## config.mk

```make
export PLATFORM = sky130hd
export DESIGN_NAME = pwm_gen
export DESIGN_NICKNAME = d
export VERILOG_FILES = /design/src/rtl/pwm_pkg.sv /design/src/rtl/pwm_prescaler.sv /design/src/rtl/pwm_gen.sv
export SDC_FILE = /design/constraint.sdc
export NUM_CORES = 1
export LEC_CHECK = 0
export ABC_AREA = 1
export CAP_MARGIN = 0
export CORE_MARGIN = 8
export CORE_UTILIZATION = 50
export CTS_BUF_LIST = sky130_fd_sc_hd__clkbuf_4 sky130_fd_sc_hd__clkbuf_8
export DETAILED_ROUTE_END_ITERATION = 12
export PLACE_DENSITY = 0.79
export SETUP_SLACK_MARGIN = 0.05
export SYNTH_ARGS = -nofsm -noshare
export SYNTH_HDL_FRONTEND = slang
export SYNTH_SLANG_ARGS = --single-unit
```

## constraint.sdc

```tcl
create_clock -name clk -period 2.9 [get_ports clk]
set_clock_uncertainty 0.15 [all_clocks]
set_input_delay 0.725 -clock clk [delete_from_list [all_inputs] [get_ports clk]]
set_output_delay 0.725 -clock clk [all_outputs]
set_load 0.01 [all_outputs]
```

## src/rtl/pwm_pkg.sv

```systemverilog
// Shared definitions for the PWM generator: default widths and mode/direction encodings.
package pwm_pkg;

  localparam int PWM_CNT_W = 8;
  localparam int PWM_N_CH  = 4;
  localparam int PWM_PRE_W = 8;

  typedef enum logic {
    MODE_EDGE   = 1'b0,
    MODE_CENTER = 1'b1
  } pwm_mode_e;

  typedef enum logic {
    DIR_UP   = 1'b0,
    DIR_DOWN = 1'b1
  } pwm_dir_e;

endpackage

```

## src/rtl/pwm_prescaler.sv

```systemverilog
// Clock prescaler: free-runs 0..prescale while enabled and flags the terminal count as a tick.
module pwm_prescaler
  import pwm_pkg::*;
#(
  parameter int PRE_W = PWM_PRE_W
) (
  input  logic             clk,
  input  logic             rst_n,
  input  logic             en,
  input  logic [PRE_W-1:0] prescale,
  output logic             tick
);

  logic [PRE_W-1:0] cnt_q;

  assign tick = en && (cnt_q == prescale);

  always_ff @(posedge clk or negedge rst_n) begin
    if (!rst_n) begin
      cnt_q <= '0;
    end else if (!en || tick) begin
      cnt_q <= '0;
    end else begin
      cnt_q <= cnt_q + PRE_W'(1);
    end
  end

endmodule

```

## src/rtl/pwm_gen.sv

```systemverilog
// Multi-channel PWM generator with edge/center-aligned counting and double-buffered duty,
// period and mode registers that reload at each cycle boundary or while disabled.
module pwm_gen
  import pwm_pkg::*;
#(
  parameter int  CNT_W = PWM_CNT_W,
  parameter int  N_CH  = PWM_N_CH,
  parameter int  PRE_W = PWM_PRE_W,
  localparam int CH_W  = (N_CH > 1) ? $clog2(N_CH) : 1
) (
  input  logic             clk,
  input  logic             rst_n,
  input  logic             en,
  input  logic             mode,
  input  logic [PRE_W-1:0] prescale,
  input  logic [CNT_W-1:0] period,
  input  logic             duty_wr_en,
  input  logic [CH_W-1:0]  duty_wr_ch,
  input  logic [CNT_W-1:0] duty_wr_data,
  output logic [N_CH-1:0]  pwm_out,
  output logic [CNT_W-1:0] pwm_counter,
  output logic             pwm_cycle_end
);

  logic             tick;
  logic             boundary;
  logic             load;
  logic [CNT_W-1:0] cnt_q, cnt_d;
  pwm_dir_e         dir_q, dir_d;
  pwm_mode_e        act_mode;
  logic [CNT_W-1:0] act_period;
  logic [CNT_W-1:0] shadow_duty [N_CH];
  logic [CNT_W-1:0] act_duty    [N_CH];
  logic [N_CH-1:0]  wr_hit;
  logic [N_CH-1:0]  cmp;

  pwm_prescaler #(.PRE_W(PRE_W)) u_prescaler (
    .clk      (clk),
    .rst_n    (rst_n),
    .en       (en),
    .prescale (prescale),
    .tick     (tick)
  );

  // Out-of-range channel numbers match no entry, so such writes fall away.
  always_comb begin
    wr_hit = '0;
    for (int unsigned i = 0; i < N_CH; i++) begin
      wr_hit[i] = duty_wr_en && (32'(duty_wr_ch) == i);
    end
  end

  assign boundary = tick && (cnt_d == '0);
  assign load     = !en || boundary;

  always_ff @(posedge clk or negedge rst_n) begin
    if (!rst_n) begin
      shadow_duty <= '{default: '0};
      act_duty    <= '{default: '0};
      act_period  <= '0;
      act_mode    <= MODE_EDGE;
    end else begin
      for (int unsigned i = 0; i < N_CH; i++) begin
        if (wr_hit[i]) shadow_duty[i] <= duty_wr_data;
        // A write landing on the reload clock bypasses the shadow straight into the active copy.
        if (load) act_duty[i] <= wr_hit[i] ? duty_wr_data : shadow_duty[i];
      end
      if (load) begin
        act_period <= period;
        act_mode   <= pwm_mode_e'(mode);
      end
    end
  end

  always_ff @(posedge clk or negedge rst_n) begin
    if (!rst_n) begin
      cnt_q <= '0;
      dir_q <= DIR_UP;
    end else begin
      cnt_q <= cnt_d;
      dir_q <= dir_d;
    end
  end

  always_comb begin
    cnt_d = cnt_q;
    dir_d = dir_q;
    if (!en) begin
      cnt_d = '0;
      dir_d = DIR_UP;
    end else if (tick) begin
      if (act_period == '0) begin
        cnt_d = '0;
      end else if (act_mode == MODE_EDGE) begin
        cnt_d = (cnt_q >= act_period) ? '0 : cnt_q + CNT_W'(1);
      end else if (dir_q == DIR_UP) begin
        if (cnt_q >= act_period) begin
          cnt_d = cnt_q - CNT_W'(1);
          dir_d = DIR_DOWN;
        end else begin
          cnt_d = cnt_q + CNT_W'(1);
        end
      end else begin
        cnt_d = cnt_q - CNT_W'(1);
      end
      // Reaching zero always re-arms the up direction (covers period=1 in center mode).
      if (cnt_d == '0) dir_d = DIR_UP;
    end
  end

  always_comb begin
    cmp = '0;
    for (int unsigned i = 0; i < N_CH; i++) begin
      cmp[i] = cnt_q < act_duty[i];
    end
  end

  always_ff @(posedge clk or negedge rst_n) begin
    if (!rst_n) begin
      pwm_out       <= '0;
      pwm_cycle_end <= 1'b0;
    end else if (!en) begin
      pwm_out       <= '0;
      pwm_cycle_end <= 1'b0;
    end else begin
      pwm_out       <= cmp;
      pwm_cycle_end <= boundary;
    end
  end

  assign pwm_counter = cnt_q;

endmodule

```

Yosys cells after proc, flatten, opt, wreduce, memory -nomap -nowiden:

Cells that the tools add are included.

* register bits: 95
* input bits: 31
* output and inout port bits: 13
* logic and storage cells: 67

* $add $sub $neg: 3
* magnitude comparators: 5
* eq/ne operators: 7
* mux-type cells: 23
* reductions and logical operators: 14

Operator list (number)
* $mux 8: 14
* $lt 8x8->1: 4
* $logic_not 8->1: 3
* $add 8x1->8 const B: 2
* $eq 8x8->1: 1
* $ge 8x8->1: 1
* $mux 1: 8
* $sub 8x1->8 const B: 1
* $logic_and 1x1->1: 6
* $eq 2x2->1 const B: 2
* $mux 4: 1
* $ne 3x1->1 const B: 1
* $ne 3x2->1 const B: 1
* $reduce_and 3->1: 1
* $eq 2x1->1 const B: 1
* $logic_not 2->1: 1
* $logic_or 1x1->1: 2
* $ne 2x1->1 const B: 1
* $logic_not 1->1: 1

Logic depth before layout (Yosys ltp):

Gate-level depths: netlist of run 1.

* word-level depth: 12
* gate-level depth with buffers: 21
* mapped depth without buffers: 20

By module:

From an unflattened synthesis of run 1, not the netlist that was laid out.

* cells, all modules: 665
* area total of the unflattened synthesis: 5292.6 um^2

By module, submodules not included
* pwm_gen: instances 1, cells each 593, area each 4777.1 um^2, sequential area each 2177.1 um^2
* pwm_prescaler: instances 1, cells each 72, area each 515.5 um^2, sequential area each 200.2 um^2

Worst setup path after synthesis of run 1:

Ideal clock, no wire load.

* path kind: flip-flop to flip-flop
* start point: register cnt_q[7] (netlist: pwm_counter[7])
* end point: register act_duty[22] in the netlist's numbering
* setup time: 0.117 ns
* data arrival time: 2.227 ns
* required time: 2.633 ns
* slack: 0.406 ns
* cell stages (with the launch flop): 16
* path buffers: 1
* period minus slack after synthesis: 2.494 ns
* path through: dfrtp_1 ha_1 a21o_1 nor2_4 nand3_2 nand2_1 nand2_1 nand3_1 nand2_1 nor2_1 nand2_1 inv_2 nand3_2 buf_2 nand3_1 nand2_1

* cells in the longest elaborated chain, start to end: 12
* elaborated cells between the ends (all ways): 15
* those cells by class: add/sub (2); order compare (1); mux (9); reduce/logical (3)

RTL lines
* start: declaration: line pwm_gen.sv:28 `logic [CNT_W-1:0] cnt_q, cnt_d;`
* start signal: assignment: line pwm_gen.sv:80 `cnt_q <= cnt_d;`
* $ge 8x8->1 (*): line pwm_gen.sv:95, pwm_gen.sv:97
* $mux 8: line pwm_gen.sv:97 `if (cnt_q >= act_period) begin`
* $mux 8: line pwm_gen.sv:96 `end else if (dir_q == DIR_UP) begin`
* $mux 8 (*): line pwm_gen.sv:94 `end else if (act_mode == MODE_EDGE) begin`
* $mux 8 (*): line pwm_gen.sv:92 `if (act_period == '0) begin`
* $mux 8 (*): line pwm_gen.sv:91 `end else if (tick) begin`
* $mux 8 (*): line pwm_gen.sv:88 `if (!en) begin`
* $mux 8 (*): line pwm_gen.sv:91
* $mux 8 (*): line pwm_gen.sv:88
* net cnt_d[4]: line pwm_gen.sv:28
* $logic_not 8->1 (*): line pwm_gen.sv:53 `assign boundary = tick && (cnt_d == '0);`
* $logic_and 1x1->1 (*): line pwm_gen.sv:53
* $logic_or 1x1->1 (*): line pwm_gen.sv:54 `assign load = !en || boundary;`
* end signal: indexed assignment: line pwm_gen.sv:66 `if (load) act_duty[i] <= wr_hit[i] ? duty_wr_data : shadow_duty[i];`
* end: declaration: line pwm_gen.sv:33 `logic [CNT_W-1:0] act_duty [N_CH];`

The timed path passes the listed nets; every way through them passes the cells marked *. The select of a mux whose other input is x is not followed.
A chain may end at the register's enable or synchronous reset.

Worst setup path in the final report of run 1:

* start point: register act_period[7]
* end point: register act_duty[8] in the netlist's numbering

* cells in the longest elaborated chain, start to end: 12
* elaborated cells between the ends (all ways): 14
* those cells by class: order compare (1); mux (9); reduce/logical (4)

RTL lines
* start: declaration: line pwm_gen.sv:31 `logic [CNT_W-1:0] act_period;`
* start signal: assignment: line pwm_gen.sv:69 `act_period <= period;`
* $ge 8x8->1: line pwm_gen.sv:95, pwm_gen.sv:97
* $mux 8: line pwm_gen.sv:97
* $mux 8: line pwm_gen.sv:96
* $mux 8: line pwm_gen.sv:94
* $mux 8 (*): line pwm_gen.sv:92
* $mux 8 (*): line pwm_gen.sv:91
* $mux 8 (*): line pwm_gen.sv:88
* $mux 8 (*): line pwm_gen.sv:91
* $mux 8 (*): line pwm_gen.sv:88
* net cnt_d[4]: line pwm_gen.sv:28
* $logic_not 8->1 (*): line pwm_gen.sv:53
* $logic_and 1x1->1 (*): line pwm_gen.sv:53
* $logic_or 1x1->1 (*): line pwm_gen.sv:54

Marks and branches as above.

==> results.py, run 1 <==
metrics = {
    "outcome": {
        "status": "finished clean",
    },
    "worst_setup_path": {
        "cp-start-kind": "flop",
        "crit_chain": "inv_1, ha_1, a21o_1, nor2_4, nand3_4, nand2_1, nand2_1, nand3_1, nand2_1, nor2_1, nand2_2, o21bai_4, clkbuf_16, nand2_1, nand2_1",
        "max_stage_delay_ps": 390,
        "worst_ep_required_time_ps": 3060,
        "critPathMostFrequentCell": "nand2_1",
        "slowest_stage": "dfrtp_1",
        "setup.worst_path.end_class": "flop",
        "crit_type": "flop to flop",
        "arrival_ps": 3010,
        "cp_max_fo": 16,
    },
    "die": {
        "dieArea_um2": 13900,
        "io_pins": 44,
        "die_h_um": 118,
        "die_w_um": 118,
        "row_count": 37,
        "start_util": 0.509,
        "core_um2": 10200,
    },
    "place": {
        "place.gp.congestion": 0.890,
        "placedInstanceArea_um2": 5880,
        "dp_hpwl_mm": 8.91,
        "numPortBuffers": 43,
    },
    "global_route": {
        "grt_pass1_wl_mm": 20.7,
        "grt_pass1_vias": 4512,
        "antenna_found_initial": 0,
        "grt_usage": 0.180,
        "grt_max_degree": 52,
        "overflow": 0,
    },
    "routing": {
        "ant_nets": 0,
        "firstDrtPassIters": 5,
        "drc": 0,
        "routed_wl_mm": 13.5,
        "first_iter_violations": 387,
        "avgViaCountPerCell": 5.42,
        "vias": 4588,
        "post_drt_wl_per_cell_um": 16.0,
    },
    "power": {
        "power_mw": 2.89,
        "vdd_drop_max_mv": 0.357,
        "powerDensity_nw_per_um2": 452,
        "leakage_nw": 3.31,
    },
    "synth": {
        "syn-cell-area_um2": 5180,
        "yosys_warnings": 0,
        "syn_area_per_cell_um2": 8.18,
        "synth_seq_cells": 95,
        "synthesis.nets": 704,
        "synth_cells": 634,
        "yosysUniqueCellTypes": 35,
        "seq_area_frac_synth": 0.459,
    },
    "flow_run": {
        "maxCapViolCount": 0,
    },
    "sta": {
        "layout_min_cycle_time_ps": 2850,
        "hold_violations": 0,
        "period_share": 0.983,
        "setup_viol": 0,
        "final_max_slew_viol_count": 0,
        "rsz0062_at_grt": "yes",
        "worstMarginPinSlew_ps": 686,
        "slew_headroom": 0.543,
        "fmax_ghz": 0.351,
    },
    "cts": {
        "clockBufferDepth": 2,
        "cts_buffers": 9,
        "cts_max_level": 3,
        "cts_root_buf": "clkbuf_8",
        "cts_tree": "yes",
        "holdBufCountCts": 0,
        "clk_latency_ps": 370,
        "cts.sinks": 95,
        "cts.clk_slew.worst_paths_ps": 100,
    },
    "cells_and_area": {
        "fin_area_um2": 6390,
        "syn_to_final_growth_pct": 23.2,
        "multiInputGateArea_um2": 2550,
        "fill_cells": 855,
        "diodes": 0,
        "fin_nets": 777,
        "seq_area_um2": 2380,
        "drive_above_1_share": 0.136,
    },
    "min_path": {
        "hold_class": "input port to async pin",
    },
}
-- Yosys cell counts (all sizes together) --
master,number,area share
nand2,186,0.14
dfrtp,95,0.46
inv,72,0.052
nand3,64,0.064
o21ai,44,0.042
ha,39,0.094
nor2,37,0.031
a21oi,27,0.027
buf,15,0.021
xor2,13,0.022
nand4,11,0.014
nor3,7,0.0068
clkbuf,5,0.0036
a21boi,4,0.0058
o211ai,4,0.0058
and3,2,0.0024
o31ai,2,0.0029
a21o,1,0.0014
a31oi,1,0.0012
clkinv,1,0.00072
nand3b,1,0.0014
o21a,1,0.0014
o21bai,1,0.0036
or2,1,0.0012
-- power by group --
part | total (mW) | switching, mW | internal (mW) | leakage (nW)
registers | 1.56 | 0.0768 | 1.49 | 1.21
clock network | 0.798 | 0.472 | 0.326 | 0.0832
logic | 0.526 | 0.306 | 0.220 | 2.02
total | 2.89 | 0.854 | 2.03 | 3.31
-- critical path: cells and delay by family (launching register included) --
family	cells	cell delay, ps
DFF	1	390
and+or+nand+nor	10	1160
buffers and inverters	2	300
adders and majority gates	1	290
AOI/OAI and AO/OA	2	500
-- path summary, 6_finish.rpt --
path                       cells after the start             from  slack, ps                    to
setup / recovery                              15    act_period[7]         50           act_duty[8]
min in group clk                               2  shadow_duty[22]        360       shadow_duty[22]
hold reg to reg                                2  shadow_duty[22]        360       shadow_duty[22]
hold / removal                                 1            rst_n        230       shadow_duty[26]
max in group asynchronous                      2            rst_n       1680  u_prescaler.cnt_q[4]
setup reg to reg                              15    act_period[7]         50           act_duty[8]
-- timing repair --
| action | CTS | global route |
|---|---|---|
| setup buffers | 0 | 10 |
| endpoints found under the setup margin | 0 | 42 |
| gates resized for setup | 0 | 38 |
-- state kept, by name (all words and copies together) (netlist names) --
name,count
act_duty,32
act_mode,1
act_period,8
dir_q,1
pwm_counter,8
pwm_cycle_end,1
pwm_out,4
shadow_duty,32
u_prescaler.cnt_q,8
-- per-stage QoR --
stage               hold WS [ps]  cells  TNS [ps]  utilization  worst slack (ps)
CTS                          258    833         0        0.594               105
detailed placement           335    818     -7660        0.578              -220
floorplan                    279    634         0            -               406
global placement             327    818     -3680        0.578              -120
finish                       234    847         0        0.627              48.7
global route                 277    847     -1670        0.627             -88.7
-- layer usage --
metal	part of all wire	vias to the layer above	wire, µm	global-route usage
li1	-	2212	-	-
met3	0.054	30	730	0.0374
met1	0.41	2196	5580	0.213
met5	0	-	0	0
met4	0.025	0	336	0.0705
met2	0.51	150	6870	0.315
-- layout by cell type (no fill, tap or decap), types with 2 or more instances in the layout --
cell,netlist,layout
nand2_1,183,173
dfrtp_1,95,94
inv_1,69,69
nand3_1,62,53
o21ai_0,42,42
clkdlybuf4s50_1,0,41
ha_1,39,38
buf_4,2,29
nor2_1,31,27
a21oi_1,26,26
xor2_1,13,13
nand2_2,3,11
nand4_1,10,10
nand3_2,2,9
clkbuf_8,0,9
nor3_1,7,7
nor2_2,5,6
nor2_4,1,4
a21boi_0,4,4
o211ai_1,4,4
buf_6,5,4
buf_12,0,4
inv_6,0,3
clkbuf_16,0,3
and3_1,2,2
inv_2,3,2
nand2_4,0,2
nand3_4,0,2
o21ai_1,2,2
o31ai_1,2,2
clkinvlp_4,0,2
-- cell families after synthesis --
| group | count (synthesis) | synth area share |
|---|---|---|
| compound gates | 85 | 0.0915 |
| xor+xnor | 13 | 0.0220 |
| simple gates | 309 | 0.257 |
| buf+inv | 93 | 0.0770 |
| fa+ha+maj | 39 | 0.0941 |
| flops | 95 | 0.459 |
-- cell type report --
| type | count | area share |
|---|---|---|
| clock buffer | 10 | 0.0206 |
| multi-input combinational | 446 | 0.399 |
| clock inverter | 5 | 0.00646 |
| tap | 136 | 0.0266 |
| inverter | 73 | 0.0433 |
| sequential | 95 | 0.372 |
| timing repair buffer | 82 | 0.132 |
No activity file was read; power rests on OpenSTA's default activity.
==> run 2, diff against run 1 <==
==> constraint.sdc (replaced) <==
create_clock -name clk -period 3.2 [get_ports clk]
set_clock_uncertainty 0.15 [all_clocks]
set_input_delay 0.8 -clock clk [delete_from_list [all_inputs] [get_ports clk]]
set_output_delay 0.8 -clock clk [all_outputs]
set_load 0.01 [all_outputs]
==> run 2 against run 1 <==
Net effect:
- clock-buffer cell count grew 3
- via count shrank 5.2%
- hold slack gained 65 ps
==> results.py, run 2 (synthesis results as in run 1) <==
metrics = {
    "power": {
        "vdd_drop_max_mv": 0.288,
        "power_mw": 2.62,
        "powerDensity_nw_per_um2": 437,
        "leakage_nw": 3.15,
    },
    "die": {
        "die_w_um": 118,
        "io_pins": 44,
        "start_util": 0.509,
        "dieArea_um2": 13900,
        "core_um2": 10200,
        "die_h_um": 118,
        "row_count": 37,
    },
    "global_route": {
        "grtUsageMet1": 0.220,
        "grtUsageMet3": 0.0360,
        "grt_pass1_wl_mm": 20.0,
        "grt_usage": 0.175,
        "antenna_found_initial": 0,
        "grt_max_degree": 49,
        "grt_pass1_vias": 4337,
        "grt_util_met2": 0.294,
        "overflow": 0,
        "busiest_layer": "met2",
    },
    "cells_and_area": {
        "drive_above_1_share": 0.0699,
        "syn_to_final_growth_pct": 15.7,
        "diodes": 0,
        "reg_top3": "act_duty x32, shadow_duty x32",
        "fin_nets": 753,
        "final_common_cell": "nand2_1",
        "fill_cells": 900,
        "fin_area_um2": 6000,
        "mostFrequentLayoutCells": "nand2_1 (183), dfrtp_1 (95), inv_1 (69)",
    },
    "routing": {
        "avgViaCountPerCell": 5.29,
        "post_drt_wl_per_cell_um": 14.5,
        "vias": 4351,
        "ant_nets": 0,
        "routed_wl_mm": 11.9,
        "firstDrtPassIters": 5,
        "drc": 0,
        "first_iter_violations": 309,
    },
    "worst_setup_path": {
        "arrival_ps": 2960,
        "crit_start": "pwm_counter[0]",
        "cp_max_fo": 32,
        "crit_type": "flop to flop",
        "setup.worst_path.end_class": "flop",
        "worst_ep_required_time_ps": 3350,
        "rr_startpoint": "pwm_counter[0]",
        "cp-start-kind": "flop",
    },
    "place": {
        "dp_hpwl_mm": 8.64,
        "place.gp.congestion": 0.874,
        "numPortBuffers": 43,
        "placedInstanceArea_um2": 5810,
        "place_ws_ps": 40.1,
    },
    "cts": {
        "clk_latency_ps": 370,
        "cts.sinks": 95,
        "cts.clk_slew.worst_paths_ps": 90,
        "cts_max_level": 3,
        "cts_buffers": 9,
        "cts_root_buf": "clkbuf_8",
        "cts_setup_buffers": 0,
        "post_cts_resized": 0,
        "cts_tree": "yes",
        "clockBufferDepth": 2,
        "holdBufCountCts": 0,
    },
    "outcome": {
        "status": "finished clean",
    },
    "sta": {
        "setup_tns_ps": 0,
        "rsz0062_at_grt": "no",
        "setup_viol": 0,
        "final_max_slew_viol_count": 0,
        "layout_min_cycle_time_ps": 2810,
        "hold_violations": 0,
        "slew_headroom": 0.574,
        "fin_ws_ps": 387,
        "period_share": 0.879,
        "fmax_ghz": 0.356,
        "worstMarginPinSlew_ps": 639,
    },
    "flow_run": {
        "maxCapViolCount": 0,
    },
    "min_path": {
        "hold_class": "input port to async pin",
    },
}
[run 2: cell count changes in the layout (fill, tap and decap cells not counted), sizes merged]
cell	before	now
clkdlybuf4s50	41	42
dlymetal6s2s	1	0
inv	75	72
buf	37	16
clkinvlp	2	0
clkinv	1	3
[run 2: cell type report]
cell class	count	area, µm²	share of cell area
Sequential cell	95	2380	0.396
Tap cell	136	170	0.0284
Timing Repair Buffer	58	578	0.0964
Multi-Input combinational cell	446	2410	0.401
Clock inverter	2	13.8	0.00229
Clock buffer	13	179	0.0298
Inverter	73	274	0.0457
[run 2: final timing paths]
kind                                   end  slack, ps  depth (start not counted)
max                           act_duty[17]        390                         18
min                        shadow_duty[27]        300                          1
max reg2reg                   act_duty[17]        390                         18
min reg2reg                shadow_duty[30]        350                          2
max in group asynchronous      act_duty[9]       1910                          2
min in group clk           shadow_duty[30]        350                          2
[run 2: power breakdown]
group | leakage (nW) | total [mW] | switching (mW) | internal [mW]
registers | 1.21 | 1.41 | 0.0673 | 1.35
clock network | 0.101 | 0.766 | 0.402 | 0.364
logic | 1.84 | 0.443 | 0.257 | 0.187
total | 3.15 | 2.62 | 0.726 | 1.90
[run 2: per-layer routing]
layer / wire length, µm / share of wire / up-vias
met1: 5400 / 0.45 / 2066
met2: 5730 / 0.48 / 107
li1: - / - / 2155
met3: 546 / 0.046 / 23
met4: 246 / 0.021 / 0
met5: 0 / 0 / -
[run 2: stage by stage]
| step | std cells | hold slack [ps] | util |
|---|---|---|---|
| floorplan | 634 | 312 | - |
| global placement | 808 | 327 | 0.570 |
| detailed placement | 808 | 336 | 0.570 |
| CTS | 823 | 309 | 0.589 |
| global route | 823 | 353 | 0.589 |
| finish | 823 | 299 | 0.589 |
[run 2: critical path, stage by stage (launching register included)]
cell and delay [ps]:
dfrtp_1 470, inv_1 110, ha_1 300, nand2_1 60, nor2_1 30, nor2_1 80, nand2_1 70, nand2_2 140
nand3_2 180, nand2_1 110, o21ai_1 80, nand3_1 90, nand2_1 110, nor2_2 170, nand2_2 80, o21bai_4 150
buf_12 200, nand2_1 70, nand2_1 70
